$ cat src/rtl/cordic_feeder.sv
// Issue stage for the cordic pipeline: folds operands into the convergence range,
// buffers them in a small FIFO, issues under credit and tracks results in flight.
module cordic_feeder #(
  parameter int WIDTH   = 16,
  parameter int DEPTH   = 4,
  parameter int LATENCY = 8
) (
  input  logic             clk,
  input  logic             reset,
  input  logic             in_valid,
  output logic             in_ready,
  input  logic             in_mode,
  input  logic [WIDTH-1:0] in_x,
  input  logic [WIDTH-1:0] in_y,
  input  logic [WIDTH-1:0] in_z,
  input  logic             issue_en,
  output logic             cord_mode,
  output logic [WIDTH-1:0] cord_x,
  output logic [WIDTH-1:0] cord_y,
  output logic [WIDTH-1:0] cord_z,
  output logic             cord_valid,
  output logic             res_valid,
  output logic             res_fold,
  output logic [15:0]      issued
);

  localparam int AW = (DEPTH > 1) ? $clog2(DEPTH) : 1;
  localparam int EW = 2 + 3 * WIDTH;
  localparam logic [WIDTH-1:0] MSB_MASK = {1'b1, {(WIDTH-1){1'b0}}};

  function automatic logic signed [WIDTH-1:0] sat_neg(input logic signed [WIDTH-1:0] v);
    if (v == $signed(MSB_MASK)) sat_neg = $signed(~MSB_MASK);
    else                        sat_neg = -v;
  endfunction

  logic                    fold_d;
  logic signed [WIDTH-1:0] x_d, y_d;
  logic        [WIDTH-1:0] z_d;
  logic        [EW-1:0]    entry_d;

  logic [EW-1:0]    mem_q [DEPTH];
  logic [AW-1:0]    wr_ptr_q, rd_ptr_q;
  logic [AW:0]      count_q;
  logic             push, pop;
  logic [EW-1:0]    head;

  logic             cord_mode_q, cord_valid_q, cord_fold_q;
  logic [WIDTH-1:0] cord_x_q, cord_y_q, cord_z_q;
  logic [15:0]      issued_q;
  logic [LATENCY-1:0] vld_dly_q, fold_dly_q;

  // Quadrant fold: rotation folds on |z| >= 90 deg, vectoring on x < 0.
  always_comb begin
    fold_d = in_mode ? in_x[WIDTH-1] : (in_z[WIDTH-1] ^ in_z[WIDTH-2]);
    x_d    = $signed(in_x);
    y_d    = $signed(in_y);
    z_d    = in_z;
    if (fold_d) begin
      x_d = sat_neg($signed(in_x));
      y_d = sat_neg($signed(in_y));
      z_d = in_z ^ MSB_MASK;
    end
    entry_d = {in_mode, fold_d, x_d, y_d, z_d};
  end

  assign in_ready = (count_q != (AW+1)'(DEPTH));
  assign push     = in_valid && in_ready;
  assign pop      = (count_q != '0) && issue_en;
  assign head     = mem_q[rd_ptr_q];

  always_ff @(posedge clk) begin
    if (push) mem_q[wr_ptr_q] <= entry_d;
  end

  always_ff @(posedge clk or negedge reset) begin
    if (!reset) begin
      wr_ptr_q     <= '0;
      rd_ptr_q     <= '0;
      count_q      <= '0;
      cord_mode_q  <= 1'b0;
      cord_fold_q  <= 1'b0;
      cord_valid_q <= 1'b0;
      cord_x_q     <= '0;
      cord_y_q     <= '0;
      cord_z_q     <= '0;
      issued_q     <= '0;
      vld_dly_q    <= '0;
      fold_dly_q   <= '0;
    end else begin
      if (push) wr_ptr_q <= wr_ptr_q + AW'(1);
      if (pop)  rd_ptr_q <= rd_ptr_q + AW'(1);
      case ({push, pop})
        2'b10:   count_q <= count_q + (AW+1)'(1);
        2'b01:   count_q <= count_q - (AW+1)'(1);
        default: count_q <= count_q;
      endcase
      // Issue register: holds the last operand when nothing is popped.
      cord_valid_q <= pop;
      if (pop) begin
        {cord_mode_q, cord_fold_q, cord_x_q, cord_y_q, cord_z_q} <= head;
        issued_q <= issued_q + 16'd1;
      end
      // The cordic pipe never stalls, so the tracking line shifts every cycle.
      vld_dly_q  <= (vld_dly_q << 1)  | LATENCY'(cord_valid_q);
      fold_dly_q <= (fold_dly_q << 1) | LATENCY'(cord_valid_q & cord_fold_q);
    end
  end

  assign cord_mode  = cord_mode_q;
  assign cord_x     = cord_x_q;
  assign cord_y     = cord_y_q;
  assign cord_z     = cord_z_q;
  assign cord_valid = cord_valid_q;
  assign res_valid  = vld_dly_q[LATENCY-1];
  assign res_fold   = fold_dly_q[LATENCY-1];
  assign issued     = issued_q;

endmodule

$ cat config.mk
export PLATFORM = sky130hd
export DESIGN_NAME = cordic_feeder
export DESIGN_NICKNAME = d
export VERILOG_FILES = /design/src/rtl/cordic_feeder.sv
export SDC_FILE = /design/constraint.sdc
export NUM_CORES = 1
export LEC_CHECK = 0
export ABC_AREA = 0
export CORE_ASPECT_RATIO = 1.2
export CORE_MARGIN = 2
export CORE_UTILIZATION = 30
export CTS_BUF_LIST = sky130_fd_sc_hd__clkbuf_4 sky130_fd_sc_hd__clkbuf_8
export DETAILED_ROUTE_END_ITERATION = 7
export GPL_TIMING_DRIVEN = 0
export PLACE_DENSITY = 0.49
export SLEW_MARGIN = 20
export SYNTH_ARGS = -nofsm -noshare
export SYNTH_HDL_FRONTEND = slang
export SYNTH_SLANG_ARGS = --single-unit
$ cat constraint.sdc
create_clock -name clk -period 6.7 [get_ports clk]
set_input_delay 1.34 -clock clk [delete_from_list [all_inputs] [get_ports clk]]
set_output_delay 1.34 -clock clk [all_outputs]
set_load 0.005 [all_outputs]
==> flow_summary.json <==
{
  "status": "complete, no violations",
  "totalWireLength_microns": 26400,
  "num_io_pins": 122,
  "root_buffer": "clkbuf_8",
  "synth-main-ff-cell": "edfxtp_1",
  "final_antenna_net_count": 0,
  "cts_buffer_depth": 3,
  "cts-htree-levels": 2,
  "synth_edf_count": 200,
  "startpoint_type": "input pin",
  "cts_buffers": 49,
  "coreArea_sq_mm": 0.0378,
  "clock_latency_ns": 0.58,
  "via_count": 6759,
  "finalCriticalPeriod_ns": 3.69,
  "dp_hpwl_microns": 17500,
  "grt_pass1_vias": 7061,
  "grt_pass1_wl_microns": 41200,
  "tns_ns": 0,
  "regArea_sq_mm": 0.00826,
  "synth-seq-cells": 290,
  "num-nets-final": 983,
  "path_max_fanout": 11,
  "dieArea_sq_mm": 0.0398,
  "final.setup_skew_ns": 0.0217,
  "ys_top_cells_by_count": "edfxtp_1 (200), nand2_1 (164), dfrtp_1 (90)",
  "grt_antenna_before_repair": 4,
  "vias_per_cell": 4.69,
  "grt_max_degree": 56,
  "synth_most_common_cell": "edfxtp_1",
  "clk_pin_slew_ns": 0.06,
  "synth_area_leaders": "edfxtp_1 (52%), dfrtp_1 (20%), mux4_2 (9.8%)",
  "grtUsageTotal_pct": 13.5,
  "portBuffers": 121,
  "post_cts_resized": 0,
  "cts_tree": "done",
  "dr.pass1.iters": 4,
  "postCtsSetupRepairBufs": 0,
  "synth_cell_type_count": 45,
  "synthesis.area_sq_mm": 0.0115,
  "finalSetupViolations": 0,
  "hold_violations": 0,
  "relSlewSlack_pct": 51.0,
  "slew_violations": 0,
  "multi_input_area_sq_mm": 0.00302,
  "setup_ws_ns": 3.01,
  "syn_avg_cell_area_sq_um": 15.4,
  "die_x_microns": 183,
  "ys_warn_count": 0,
  "postCtsHoldBufs": 0,
  "yosysTopAreaCellShare_pct": 52.4,
  "rows": 78,
  "cap_violations": 0,
  "syn2layout_area_growth_pct": 26.0,
  "synth_largest_area_cell": "edfxtp_1",
  "powerDensity_mw_per_mm2": 408,
  "p_leak_nw": 5.41,
  "drt_iter0_markers": 258,
  "yosysSeqAreaShare_pct": 72.0,
  "pre_cts_ws_ns": 2.30,
  "rsz0062_at_grt": "false",
  "cp.arrival_ns": 4.19,
  "synthArstFlopShare_pct": 31.0,
  "insertedDiodeCount": 0,
  "clock_sinks": 290,
  "start_util_pct": 30.4,
  "ir_drop_mv": 0.123,
  "wire_per_inst_microns": 18.3,
  "filler_cell_count": 3552,
  "crit_required_ns": 7.20,
  "synthCells": 744,
  "syn_nets": 806,
  "max_freq_ghz": 0.271,
  "drc": 0,
  "min_path_type": "flop to flop",
  "cp-end-kind": "flop",
  "gp_congestion": 0.786,
  "crit_type": "input pin to flop",
  "tightest_slew_ns": 0.735,
  "finalCritPeriodShare_pct": 55.1,
  "fp.dieH_microns": 218,
  "drive_above_1_share_pct": 17.5,
  "gr-total-overflow": 0
}
==> cells in the final DEF, fill, tap and decap left out, drive strengths merged, types with 8 or more instances in the layout <==
cell type / n
edfxtp: 200
nand2: 164
clkdlybuf4s50: 120
clkbuf: 108
dfrtp: 90
mux4: 50
nand3: 25
o21ai: 24
or3: 20
xnor2: 19
inv: 18
buf: 14
nor3: 11
and3: 11
clkinv: 10
nor2: 9
ha: 8
==> per-stage QoR <==
step / hold WS (ns) / utilization (%) / instance area, sq um / power, mW / cells
CTS: 0.343 / 38.3 / 14500 / 6.03 / 1442
global placement: 0.333 / 35.2 / 13300 / 4.32 / 1345
global route: 0.333 / 38.3 / 14500 / 6.27 / 1442
floorplan: 0.331 / - / 11500 / 3.55 / 744
detailed placement: 0.335 / 35.5 / 13400 / 4.36 / 1350
finish: 0.347 / 38.3 / 14500 / 5.89 / 1442
==> power by group <==
part | leakage [nW] | switching (mW) | total [mW] | internal, mW
combinational | 1.90 | 0.807 | 1.65 | 0.839
sequential | 2.96 | 0.175 | 2.61 | 2.43
clock | 0.555 | 0.709 | 1.64 | 0.928
==> critical path: stages <==
cell,delay (ns)
clkdlybuf4s50_1,0.46
o31ai_1,0.06
clkbuf_1,0.33
inv_2,0.34
clkbuf_1,0.51
ha_1,0.29
inv_1,0.06
fa_1,0.37
xor2_1,0.15
nor2_1,0.11
xor2_1,0.15
==> state kept, by name, indices dropped and copies added (netlist names) <==
register     flops
count_q          3
cord_valid       1
rd_ptr_q         2
cord_z          16
issued          16
cord_mode        1
vld_dly_q        8
cord_fold_q      1
cord_y          16
cord_x          16
wr_ptr_q         2
fold_dly_q       8
mem_q          200
==> worst paths after layout <==
path | startpoint | depth (start not counted) | slack (ns) | to
worst max-delay path | issue_en | 11 | 3.01 | count_q[2]
worst min-delay path | fold_dly_q[3] | 0 | 0.35 | fold_dly_q[4]
max in group asynchronous | reset | 2 | 5.39 | cord_x[0]
min in group asynchronous | reset | 1 | 0.67 | issued[15]
worst max register to register | count_q[0] | 10 | 3.80 | count_q[2]
worst min register to register | fold_dly_q[3] | 0 | 0.35 | fold_dly_q[4]
==> logic make-up after synthesis <==
kind of cell	after synthesis	share of synthesized area, %
AOI/OAI and AO/OA	43	2.35
xor gates and xnor gates	23	1.76
adders and majority gates	9	1.05
buffers and inverters	54	1.87
DFF	290	72.0
muxes	52	10.0
and+or+nand+nor	273	11.0
==> final cells by class <==
class                      count  area share [%]
sequential                   290            57.1
multi-input combinational    400            20.9
timing repair buffer         126            9.18
clock buffer                  78            6.48
tap                          480            4.16
buffer                        38            1.06
clock inverter                14           0.684
inverter                      16           0.416
==> per-layer routing <==
metal  vias to the layer above  share of wire (%)  track usage [%]
met4                         8                2.2             4.25
met3                        54                6.0             3.40
li1                       3136                  -                -
met1                      3385                 42             16.7
met5                         -               0.17                0
met2                       176                 49             23.3
(Power assumes the default switching activity.)
==> RTL change 1: new RTL, same settings <==
`WIDTH`: 16 -> 18.
--- a/src/rtl/cordic_feeder.sv
+++ b/src/rtl/cordic_feeder.sv
@@ -2,5 +2,5 @@
 // buffers them in a small FIFO, issues under credit and tracks results in flight.
 module cordic_feeder #(
-  parameter int WIDTH   = 16,
+  parameter int WIDTH   = 18,
   parameter int DEPTH   = 4,
   parameter int LATENCY = 8
Interface: changed (6 resized); port bits go from 122 to 134. The function was not compared with the original's and may differ.
==> RTL change 1 against the unedited design <==
  * Critical path depth fell by 3
  * Routed wire length up 12%
  * Sequential cell count up 30
  * Worst setup slack worse by 67 ps
  * Power up 12%
  * Clock skew is 4.6 ps higher
  * Synthesized area up 10%
  * Cell area is 10% higher
  * Critical path type unchanged
==> RTL change 1: results <==
export IMPL_status="complete, no violations"
export IMPL_grt_pass1_wl_um=45300
export IMPL_ys_top_cells_by_count="224 x edfxtp_1, 208 x nand2_1, 96 x dfrtp_1"
export IMPL_r2r_end="count_q[2]"
export IMPL_clock_latency_ps=600
export IMPL_cts_reportedPaths_clkPinSlew_ps=60
export IMPL_ys_async_sr_fraction_pct=30.0
export IMPL_seq_cell_power_mw=2.88
export IMPL_largest_register_ffs=224
export IMPL_fin_worst_skew_ps=26.2
export IMPL_grt_max_degree=52
export IMPL_whs_ps=339
export IMPL_dp_cells=1491
export IMPL_viasPerCell=4.54
export IMPL_yosys_warnings=0
export IMPL_grt_usage_pct=13.7
export IMPL_cpMaxStageDelayCell="clkdlybuf4s50_1"
export IMPL_min_from="vld_dly_q[2]"
export IMPL_worst_ep_arrival_time_ps=4080
export IMPL_place_gp_congestion=0.711
export IMPL_synth_area_leaders="edfxtp_1 53%, dfrtp_1 19%, mux4_2 10%"
export IMPL_ir_worst_vdd_mv=0.165
export IMPL_cpPeakStageDelay_ps=620
export IMPL_dr_first_iter_drc_count=401
export IMPL_reg2reg_slack_ps=3980
export IMPL_grt_antenna_before_repair=0
export IMPL_worst_pin_slew_ps=782
export IMPL_grt_pass1_vias=7636
export IMPL_synth_edff_count=224
export IMPL_path_max_fanout=10
export IMPL_place_area_um2=14800
export IMPL_internal_power_mw=4.71
export IMPL_hold_path_depth=0
export IMPL_wl_per_cell_um=18.6
export IMPL_cts_resized=0
export IMPL_port_buffers=133
export IMPL_wl_um=29500
export IMPL_final_nets=1068
export IMPL_numCtsBuffers=53
export IMPL_p_leak_nw=5.99
export IMPL_synth_seq_area_share_pct=72.3
export IMPL_synth_nets=874
export IMPL_reg2reg_depth=9
export IMPL_dp_hpwl_um=19000
export IMPL_antenna_cells=0
export IMPL_syn_inst=806
export IMPL_hold_end="vld_dly_q[3]"
export IMPL_cts_htree_levels=2
export IMPL_dr_pass1_iters=4
export IMPL_synth_distinct_cells=43
export IMPL_clock_path_buffers=3
export IMPL_drive_gt1_share_pct=17.5
export IMPL_clock_power_share_pct=28.1
-- RTL change 1: cell types whose count changed after synthesis, moves of 12 or more --
cell      change
edfxtp_1     +24
o21ai_1      +15
nand2_1      +44
o21ai_0      -18
or3_1        -12
nand3_1      -14
xor2_1       +17
-- RTL change 1: stage by stage --
| stage | power (mW) | setup slack, ps | TNS (ps) |
|---|---|---|---|
| after floorplan | 3.93 | 3580 | 0 |
| after global placement | 4.80 | -155 | -12780 |
| after detailed placement | 4.85 | 2300 | 0 |
| after CTS | 6.75 | 2950 | 0 |
| after global routing | 7.00 | 2740 | 0 |
| final | 6.59 | 2940 | 0 |
-- RTL change 1: cell families after synthesis --
group / synth area share, %
AO/OA/AOI/OAI: 2.48
XOR/XNOR: 2.71
adder cells (fa/ha/maj): 0.952
buffers and inverters: 1.59
flip-flops: 72.3
multiplexers: 10.2
AND/OR/NAND/NOR: 9.71
-- RTL change 1: cell type report --
cell class	instances	area, um^2
sequential	320	9130
buffer	34	144
multi-input combinational	437	3320
clock buffer	85	1030
tap	546	683
timing repair buffer	139	1480
inverter	15	56.3
fill	4012	25700
clock inverter	13	135
-- RTL change 1: worst max-delay path by stage --
stage                   end      from  slack [ps]
6_report       mem_q[2][53]  in_z[16]        2940
5_1_grt        mem_q[3][53]  in_z[16]        2740
4_1_cts        mem_q[2][53]  in_z[16]        2950
3_5_place_dp   mem_q[1][53]  in_z[16]        2300
3_3_place_gp      cord_x[8]     reset        -150
2_1_floorplan   mem_q[0][0]  in_valid        3580
-- RTL change 1: metal layers --
metal / routed length [um] / part of all wire, % / vias up / GRT usage [%]
met5: 0 / 0 / - / 0
met4: 567 / 1.9 / 0 / 3.92
met3: 1610 / 5.4 / 48 / 2.87
met2: 14300 / 49 / 163 / 22.5
met1: 13000 / 44 / 3654 / 18.3
li1: - / - / 3356 / -
==> RTL change 2: new RTL, same flow settings <==
Without the edit above. Reset style: synchronous (`reset`), changed in one clocked block.
--- a/src/rtl/cordic_feeder.sv
+++ b/src/rtl/cordic_feeder.sv
@@ -73,5 +73,5 @@
   end
 
-  always_ff @(posedge clk or negedge reset) begin
+  always_ff @(posedge clk) begin
     if (!reset) begin
       wr_ptr_q     <= '0;
Check against the original RTL: differs if reset is asserted again (counterexample within 4 cycles, from zero or initial values and one cycle with reset low); with reset held inactive, the same outputs for 4 cycles.
==> RTL change 2 against the unedited design <==
  * Power decreased by 17%
  * Count of clock-buffer cells in the layout decreased by 13
  * Sequential power decreased by 13%
  * Routed wire length decreased by 1.1%
  * Worst setup slack got worse by 240 ps
  * Critical path depth decreased by 4
  * Synthesized area about the same
  * Combinational power decreased by 31%
  * Global-route usage decreased by 0.27 points
  * Core utilization decreased by 0.39 points
  * Register-to-register slack improved by 90 ps
  * Cell area decreased by 1.0%
  * Sequential cell count unchanged
  * Critical path type unchanged
  * Largest power group unchanged
==> RTL change 2: results <==
export IMPL_status="complete, no violations"
export IMPL_top_register="mem_q"
export IMPL_cpMaxStageDelayCell="clkdlybuf4s50_1"
export IMPL_synth_edff_count=200
export IMPL_fin_worst_skew_ps=27.2
export IMPL_antenna_cells=0
export IMPL_ir_worst_vdd_mv=0.130
export IMPL_cts_setup_buffers=0
export IMPL_grt_pass1_wl_um=40000
export IMPL_cts_htree_levels=2
export IMPL_path_max_fanout=13
export IMPL_num_vias=6617
export IMPL_cts_resized=0
export IMPL_dr_pass1_iters=4
export IMPL_place_gp_congestion=0.705
export IMPL_grt_antenna_before_repair=0
export IMPL_dp_hpwl_um=17500
export IMPL_clock_latency_ps=570
export IMPL_synth_main_ff_cell="edfxtp_1"
export IMPL_min_from="vld_dly_q[5]"
export IMPL_p_leak_nw=4.77
export IMPL_cts_reportedPaths_clkPinSlew_ps=70
export IMPL_clock_path_buffers=3
export IMPL_grt_pass1_vias=6928
export IMPL_port_buffers=120
export IMPL_hold_class="flip-flop to flip-flop"
export IMPL_yosys_warnings=0
export IMPL_pre_cts_ws_ps=2150
export IMPL_drive_gt1_share_pct=15.9
export IMPL_synth_top_cell_area_share_pct=52.3
export IMPL_synth_nets=841
export IMPL_final_nets=1011
export IMPL_cp_startpoint="in_z[14]"
export IMPL_synth_seq_area_share_pct=68.0
export IMPL_worst_ep_arrival_time_ps=4230
export IMPL_ys_async_sr_fraction_pct=0
export IMPL_grt_usage_pct=13.3
export IMPL_dr_first_iter_drc_count=277
export IMPL_synth_area_leaders="edfxtp_1 52%, dfxtp_1 16%, mux4_2 9.8%"
export IMPL_num_fill_cells=3556
export IMPL_wl_um=26100
export IMPL_r2r_start="count_q[2]"
export IMPL_grt_max_degree=43
export IMPL_cpPeakStageDelay_ps=560
export IMPL_synth_distinct_cells=46
export IMPL_worst_pin_slew_ps=881
export IMPL_cts_root_buf="clkbuf_8"
export IMPL_numCtsBuffers=44
export IMPL_ys_top_cells_by_count="200 x edfxtp_1, 141 x nand2_1, 90 x dfxtp_1"
export IMPL_critPathTopFamily="buffers and inverters"
export IMPL_switching_power_mw=1.35
[RTL change 2: cell count changes in the layout (fill, tap and decap cells not counted), moves of 5 or more]
cell,change
dfrtp_1,-90
dfxtp_1,+90
a21boi_0,+53
and2_1,+35
nand2_1,-23
or3_1,-15
nand3_1,-14
o21ai_0,-14
xor2_1,+13
clkbuf_8,-9
xnor2_1,+8
nor3_1,-6
buf_1,+5
[RTL change 2: path summary, 6_finish.rpt]
check	slack, ps	endpoint	cells after the start
setup reg to reg	3890	count_q[2]	10
hold reg to reg	420	vld_dly_q[6]	1
setup / recovery	2770	mem_q[1][30]	7
hold / removal	420	vld_dly_q[6]	1
[RTL change 2: layer usage]
metal  track usage [%]  vias to the layer above  share of wire [%]
met1              15.9                     3235                 43
met5                 0                        -                  0
met3              2.87                       44                4.8
met4              4.70                        0                2.4
met2              23.4                      143                 50
li1                  -                     3195                  -
[RTL change 2: cell families (layout without fill, tap and decap cells)]
kind of cell / after synthesis / after routing / synth area share, %
AO/OA/AOI/OAI: 89 / 89 / 5.78
XOR/XNOR: 44 / 44 / 3.36
adder cells (fa/ha/maj): 9 / 9 / 1.05
buffers and inverters: 56 / 262 / 1.97
flip-flops: 290 / 290 / 68.0
multiplexers: 51 / 51 / 9.90
AND/OR/NAND/NOR: 240 / 240 / 9.93
[RTL change 2: power groups by stage]
| stage | combinational (mW) | sequential (mW) | clock, mW |
|---|---|---|---|
| floorplan | 0.681 | 2.30 | 0 |
| global placement | 1.15 | 2.32 | 0 |
| detailed placement | 1.18 | 2.32 | 0 |
| CTS | 1.18 | 2.28 | 1.56 |
| global route | 1.27 | 2.30 | 1.63 |
| finish | 1.14 | 2.27 | 1.50 |
[RTL change 2: final cells by class]
cell class	count	area (um^2)	share of cell area [%]
sequential	290	7810	54.6
multi-input combinational	433	3460	24.2
timing repair buffer	124	1290	9.01
clock buffer	65	782	5.47
tap	480	601	4.20
buffer	40	166	1.16
clock inverter	17	135	0.945
inverter	16	60.1	0.420
[RTL change 2: through the flow]
stage / cell area [um^2] / std cells / utilization [%]
final: 14300 / 1465 / 37.9
after detailed placement: 13400 / 1383 / 35.4
after global routing: 14300 / 1465 / 37.9
after CTS: 14300 / 1465 / 37.9
after global placement: 13300 / 1379 / 35.2
after floorplan: 11500 / 779 / -
